**src/rtl/triangle_scheduler.sv**
```systemverilog
// triangle_scheduler: walks the triangle BRAM for one frame, runs each triangle through the projector and forwards valid results.
module triangle_scheduler #(
   parameter int COORD_WIDTH = 32,
   parameter int IDX_WIDTH   = 12,
   parameter int MEM_LATENCY = 2
) (
   input  logic                      clk_in,
   input  logic                      rst_in,
   input  logic                      frame_start,
   input  logic [IDX_WIDTH-1:0]      num_tris,
   output logic [IDX_WIDTH-1:0]      tri_addr,
   input  logic [9*COORD_WIDTH-1:0]  tri_rd_data,
   output logic [9*COORD_WIDTH-1:0]  proj_verts_in,
   output logic                      proj_start,
   input  logic                      proj_busy,
   input  logic                      proj_done,
   input  logic                      proj_valid,
   input  logic [1:0]                proj_status,
   input  logic [12*COORD_WIDTH-1:0] proj_verts_out,
   output logic [12*COORD_WIDTH-1:0] out_tri,
   output logic                      out_valid,
   input  logic                      out_ready,
   output logic                      busy,
   output logic                      frame_done,
   output logic [IDX_WIDTH-1:0]      tris_drawn,
   output logic [IDX_WIDTH-1:0]      tris_culled,
   output logic [IDX_WIDTH-1:0]      tris_err
);
   localparam int LW = $clog2(MEM_LATENCY + 1);
   typedef enum logic [2:0] {S_IDLE, S_FETCH, S_ARM, S_WAIT, S_EMIT, S_NEXT, S_FINISH} state_t;
   state_t state_q, state_d;
   logic [IDX_WIDTH-1:0] idx_q, idx_d, num_q, num_d, drawn_q, drawn_d, culled_q, culled_d, err_q, err_d;
   logic [LW-1:0] cnt_q, cnt_d;
   logic skip_q, skip_d, start_q, start_d, valid_q, valid_d, busy_q, busy_d, done_q, done_d;
   logic [9*COORD_WIDTH-1:0] verts_q, verts_d;
   logic [12*COORD_WIDTH-1:0] tri_q, tri_d;

   function automatic logic [IDX_WIDTH-1:0] sat_inc(input logic [IDX_WIDTH-1:0] v);
      return &v ? v : v + 1'b1;
   endfunction

   assign tri_addr      = idx_q;
   assign proj_verts_in = verts_q;
   assign proj_start    = start_q;
   assign out_tri       = tri_q;
   assign out_valid     = valid_q;
   assign busy          = busy_q;
   assign frame_done    = done_q;
   assign tris_drawn    = drawn_q;
   assign tris_culled   = culled_q;
   assign tris_err      = err_q;

   always_comb begin
      state_d  = state_q;
      idx_d    = idx_q;
      num_d    = num_q;
      cnt_d    = cnt_q;
      skip_d   = 1'b0;
      start_d  = 1'b0;
      verts_d  = verts_q;
      tri_d    = tri_q;
      valid_d  = valid_q;
      busy_d   = busy_q;
      done_d   = 1'b0;
      drawn_d  = drawn_q;
      culled_d = culled_q;
      err_d    = err_q;
      case (state_q)
         S_IDLE: if (frame_start) begin
            num_d    = num_tris;
            idx_d    = '0;
            cnt_d    = '0;
            busy_d   = 1'b1;
            drawn_d  = '0;
            culled_d = '0;
            err_d    = '0;
            state_d  = (num_tris == '0) ? S_FINISH : S_FETCH;
         end
         // the read data is registered one edge after the BRAM output settles
         S_FETCH: if (cnt_q == LW'(MEM_LATENCY)) begin
            verts_d = tri_rd_data;
            state_d = S_ARM;
         end else cnt_d = cnt_q + 1'b1;
         S_ARM: if (!proj_busy && !proj_done) begin
            start_d = 1'b1;
            skip_d  = 1'b1;
            state_d = S_WAIT;
         end
         S_WAIT: if (!skip_q && proj_done) begin
            if (proj_valid) begin
               tri_d   = proj_verts_out;
               valid_d = 1'b1;
               state_d = S_EMIT;
            end else begin
               culled_d = (proj_status == 2'd1) ? sat_inc(culled_q) : culled_q;
               err_d    = (proj_status == 2'd1) ? err_q : sat_inc(err_q);
               state_d  = S_NEXT;
            end
         end
         S_EMIT: if (out_ready) begin
            valid_d = 1'b0;
            drawn_d = sat_inc(drawn_q);
            state_d = S_NEXT;
         end
         S_NEXT: begin
            idx_d   = idx_q + 1'b1;
            cnt_d   = '0;
            state_d = (idx_d == num_q) ? S_FINISH : S_FETCH;
         end
         S_FINISH: begin
            busy_d  = 1'b0;
            done_d  = 1'b1;
            state_d = S_IDLE;
         end
         default: state_d = S_IDLE;
      endcase
   end

   always_ff @(posedge clk_in) begin
      if (rst_in) begin
         state_q  <= S_IDLE;
         idx_q    <= '0;
         num_q    <= '0;
         cnt_q    <= '0;
         skip_q   <= 1'b0;
         start_q  <= 1'b0;
         verts_q  <= '0;
         tri_q    <= '0;
         valid_q  <= 1'b0;
         busy_q   <= 1'b0;
         done_q   <= 1'b0;
         drawn_q  <= '0;
         culled_q <= '0;
         err_q    <= '0;
      end else begin
         state_q  <= state_d;
         idx_q    <= idx_d;
         num_q    <= num_d;
         cnt_q    <= cnt_d;
         skip_q   <= skip_d;
         start_q  <= start_d;
         verts_q  <= verts_d;
         tri_q    <= tri_d;
         valid_q  <= valid_d;
         busy_q   <= busy_d;
         done_q   <= done_d;
         drawn_q  <= drawn_d;
         culled_q <= culled_d;
         err_q    <= err_d;
      end
   end
endmodule

```
**config.mk**
```make
export PLATFORM = sky130hd
export DESIGN_NAME = triangle_scheduler
export DESIGN_NICKNAME = d
export VERILOG_FILES = /design/src/rtl/triangle_scheduler.sv
export SDC_FILE = /design/constraint.sdc
export NUM_CORES = 2
export LEC_CHECK = 0
export ABC_AREA = 1
export BUFFER_PORTS_ARGS = -buffer_cell sky130_fd_sc_hd__buf_2
export CAP_MARGIN = 20
export CORE_AREA = 2 2 557 559
export CTS_CLUSTER_SIZE = 24
export DETAILED_ROUTE_END_ITERATION = 12
export DIE_AREA = 0 0 559 561
export HOLD_SLACK_MARGIN = 0.03
export PLACE_DENSITY_LB_ADDON = 0.05
export SYNTH_ARGS = -nofsm -noshare
export SYNTH_HDL_FRONTEND = slang
export SYNTH_SLANG_ARGS = --single-unit
```
**constraint.sdc**
```tcl
create_clock -name clk_in -period 5.4 [get_ports clk_in]
set_clock_uncertainty 0.2 [all_clocks]
set_input_delay 1.08 -clock clk_in [delete_from_list [all_inputs] [get_ports clk_in]]
set_output_delay 1.08 -clock clk_in [all_outputs]
set_load 0.01 [all_outputs]
```
# After elaboration in Yosys (flattened, before gate mapping)
# Index checks and enable logic that the tools add are counted.
# classes
n_div,0
n_mul,0
n_eq_ne,22
order_cmp,0
mux,35
addsub,5
n_reduce_logical,28
shifts,0
n_bitwise,1
# ops
op,count
$mux 12,11
$pmux 12 s2,4
$add 12x1->12 const B,4
$reduce_and 12->1,3
$ne 2x2->1 const B,13
$mux 3,7
$pmux 3 s6,1
$eq 12x12->1,1
$logic_not 12->1,1
$reduce_and 6->1,2
$reduce_bool 2->1,5
$eq 3x3->1 const B,3
$reduce_and 2->1,4
$reduce_and 4->1,2
$mux 1,7
$eq 3x2->1 const B,2
$pmux 2 s3,1
$reduce_and 3->1,2
$reduce_and 5->1,1
$mux 2,2
$pmux 1 s2,2
$eq 3x1->1 const B,1
$logic_not 1->1,3
$logic_not 3->1,1
7 further kinds,8
# totals
regBits,741
memories,0
output_inout_bits,724
rom_bits,0
word_cells,104
latchBits,0
input_bits,693
mem_bits_rw,0

# Logic depth before layout (Yosys ltp)
# depth
word_depth,6
mapped_depth,16
ltp_nobuf,16

# Worst setup path after synthesis
# OpenSTA, ideal clock, no wires.
# synth_path
kind,in2reg
start,in rst_in
end,"reg tri_q[348], in the netlist out_tri[348]"
path_stages,7
slack_ns,2.846
setup_time_ns,0.065
arrival_time_ns,2.289
path_buffers,4
required_ns,5.135
cell_sequence,clkbuf_1 inv_1 clkbuf_1 clkbuf_1 clkbuf_1 o21ai_0 nor2_1
# synth_rtl
item,line_no,source
start: declaration,8,"input logic rst_in,"
end signal: assignment,143,tri_q <= tri_d;
end: declaration,36,"logic [12*COORD_WIDTH-1:0] tri_q, tri_d;"

# Worst setup path after layout
# layout_path
start,reg state_q[1]
end,"reg tri_q[308], in the netlist out_tri[308]"
# layout_via
elab_chain_len,2
# layout_rtl
item,line_no,source
start: declaration,31,"state_t state_q, state_d;"
start signal: assignment,136,state_q <= state_d;
$eq 3x2->1,68,case (state_q)
$reduce_and 3->1 (no line),-,
# No other way between the ends.
# A chain may end at the register's enable or synchronous reset.

==> flow_metrics.env <==
export IMPL_die_h_um=561
export IMPL_synth_simple_area_share=0.240
export IMPL_ir_drop_mv=0.246
export IMPL_portBuffers=1416
export IMPL_vias_per_cell=3.22
export IMPL_critPathArrivalTime_ns=3.60
export IMPL_numCtsBuffers=117
export IMPL_synth_top_family_by_area="simple AND/OR/NAND/NOR gates"
export IMPL_power_density_nw_per_um2=353
export IMPL_ant_nets=0
export IMPL_synth_fp_nets=4163
export IMPL_fin_nets=5503
export IMPL_io_pins=1417
export IMPL_outcome="finished, final reports clean"
export IMPL_clkTransAtPathRegs_ns=0.06
export IMPL_path_cells="inv_2 > nor3_4 > inv_2 > nor4_4 > buf_12 > buf_4 > o21ai_0 > nor2_1"
export IMPL_initial_core_util=0.0856
export IMPL_cp_common_cell="inv_2"
export IMPL_firstDrtPassIters=5
export IMPL_core_um2=308000
export IMPL_ys_flop_type="dfxtp_1"
export IMPL_vias=29152
export IMPL_ctsResizeCount=0
export IMPL_antenna_found_initial=229
export IMPL_p_leak_nw=20.2
export IMPL_place_congestion=0.783
export IMPL_overflow=0
export IMPL_cts_setup_buffers=0
export IMPL_wl_met3_um=25100
export IMPL_drv_slew=0
export IMPL_rsz0062_at_grt="false"
export IMPL_synth_fa_ha_area_frac=0.00238
export IMPL_fin_setup_tns_ns=0
export IMPL_avgSynthCellArea_um2=7.60
export IMPL_cts_hold_buffers=0
export IMPL_synthXorXnorAreaFrac=0.00299
export IMPL_areaGrowthSynthToFinish_pct=59.5
export IMPL_ys_warn_count=0
export IMPL_drt_wl_total_um=212000
export IMPL_synthMuxAreaShare=0
export IMPL_die_area_um2=314000
export IMPL_wl_met2_um=105000
export IMPL_cp_max_fo=70
export IMPL_rows=204
export IMPL_synth_cell_area_um2=26300
export IMPL_post_route_drc_count=0
export IMPL_hp_class="in2reg"
export IMPL_cts_root_buf="clkbuf_16"
export IMPL_die_x_um=559
export IMPL_track_usage=0.129
export IMPL_mostFrequentLayoutCell="buf_2"
export IMPL_fmaxAchievable_mhz=328
export IMPL_grt_pass1_vias=29533
export IMPL_synth_compound_area_frac=0.147
export IMPL_period_share=0.565
export IMPL_drv_cap=0
export IMPL_fin_cells=9063
export IMPL_synth_edf_count=0
export IMPL_dp_cells=8806
export IMPL_grt_pass1_wl_um=278000
export IMPL_met1_length_um=74000
export IMPL_start_kind="flop"
export IMPL_ys_seq_area_frac=0.563
export IMPL_cp_top_family="simple AND/OR/NAND/NOR gates"
export IMPL_crit_buf_inv=4
export IMPL_dpl_hpwl_um=165000
export IMPL_crit_path_end_kind="flop"
export IMPL_clk_insertion_delay_late_ns=0.79
export IMPL_drive_above_1_share=0.333
export IMPL_clockBufferDepth=4
export IMPL_finalSetupViolCount=0
export IMPL_worstSetupPathType="reg2reg"
export IMPL_critPathMaxStageDelay_ns=0.61
export IMPL_final_min_clock_period_ns=3.05
export IMPL_cts_tree="built"
export IMPL_slowest_stage="nor4_4"
export IMPL_final_hold_violation_count=0
export IMPL_syn_inst=3465
export IMPL_htreeDepth=3
export IMPL_highest_layer="met5"
export IMPL_cts_sinks=741
export IMPL_max_slew_margin_rel=0.216
export IMPL_ys_ff_latch=741
export IMPL_dr_first_iter_drc_count=1313
export IMPL_worstMarginPinSlew_ns=1.18
export IMPL_final_cell_mix="1416 x buf_2, 1405 x nor2_1, 741 x dfxtp_1"
export IMPL_wl_per_cell_um=23.3
export IMPL_cp_required_ns=5.95
export IMPL_ys_types=31
export IMPL_grt_max_degree=158
export IMPL_synthArstFlopShare=0
==> sequential cells by signal, summed over array words and instances (netlist names), 2 cells and up <==
signal and count:
tris_err 12, state_q 3, out_tri 384, tri_addr 12, num_q 12, tris_culled 12, cnt_q 2, proj_verts_in 288
tris_drawn 12
==> worst reg2reg max path, cell delays in order, from the launching register on <==
cell and delay, ns:
dfxtp_1 0.40, inv_2 0.08, nor3_4 0.30, inv_2 0.16, nor4_4 0.61, buf_12 0.33
buf_4 0.67, o21ai_0 0.13, nor2_1 0.13
==> routing by layer <==
metal  up-vias  global-route usage
li1      13980                   -
met1     13260               0.127
met2      1294               0.229
met3       528              0.0726
met4        90              0.0423
met5         -                   0
==> path summary, 6_finish.rpt <==
check / slack, ns / cells after the start / endpoint / startpoint
max: 2.35 / 8 / out_tri[308] / state_q[1]
min: 0.24 / 3 / out_tri[324] / proj_verts_out[324]
max reg2reg: 2.35 / 8 / out_tri[308] / state_q[1]
min reg2reg: 0.28 / 2 / num_q[1] / num_q[1]
==> report_power, final <==
group | switching (mW) | leakage, nW | internal [mW]
sequential | 0.125 | 5.97 | 5.67
combinational | 0.987 | 12.5 | 0.497
clock | 3.08 | 1.79 | 4.49
total | 4.19 | 20.2 | 10.7
==> final cells by class <==
type | instances | area, µm²
Sequential cell | 741 | 14800
Antenna cell | 61 | 153
Inverter | 74 | 300
Multi-Input combinational cell | 2418 | 10300
Clock inverter | 18 | 268
Tap cell | 4120 | 5150
Fill cell | 35664 | 266000
Clock buffer | 178 | 3410
Timing Repair Buffer | 1453 | 7540
==> logic make-up (layout without fill, tap and decap cells) <==
logic type / Yosys count / in the layout
DFF: 741 / 741
and+or+nand+nor: 1635 / 1635
AOI/OAI and AO/OA: 769 / 769
xor gates and xnor gates: 9 / 9
buffers and inverters: 306 / 1723
other: 0 / 61
adders and majority gates: 5 / 5
==> through the flow <==
step | total power, mW | area [µm²] | worst slack [ns] | utilization | hold WS [ns]
5_1_grt | 15.6 | 41900 | 2.01 | 0.136 | 0.185
6_report | 14.8 | 42000 | 2.35 | 0.137 | 0.240
3_3_place_gp | 7.48 | 38200 | 1.82 | 0.124 | 0.266
3_5_place_dp | 7.46 | 38200 | 1.79 | 0.124 | 0.269
4_1_cts | 15.4 | 41800 | 2.19 | 0.136 | 0.126
2_1_floorplan | 6.52 | 26300 | 2.85 | - | 0.244
==> cell usage after synthesis, drive strengths merged (6+ instances only) <==
master / count / share of area
inv: 74 / 0.011
nor3: 13 / 0.0029
nor2: 1407 / 0.20
nand4: 10 / 0.0024
a21oi: 59 / 0.011
xor2: 6 / 0.0020
dfxtp: 741 / 0.56
nand3: 63 / 0.012
o21ai: 703 / 0.13
clkbuf: 220 / 0.031
nand2: 128 / 0.018
buf: 12 / 0.0021
nor4: 7 / 0.0022
(Power assumes the default switching activity.)
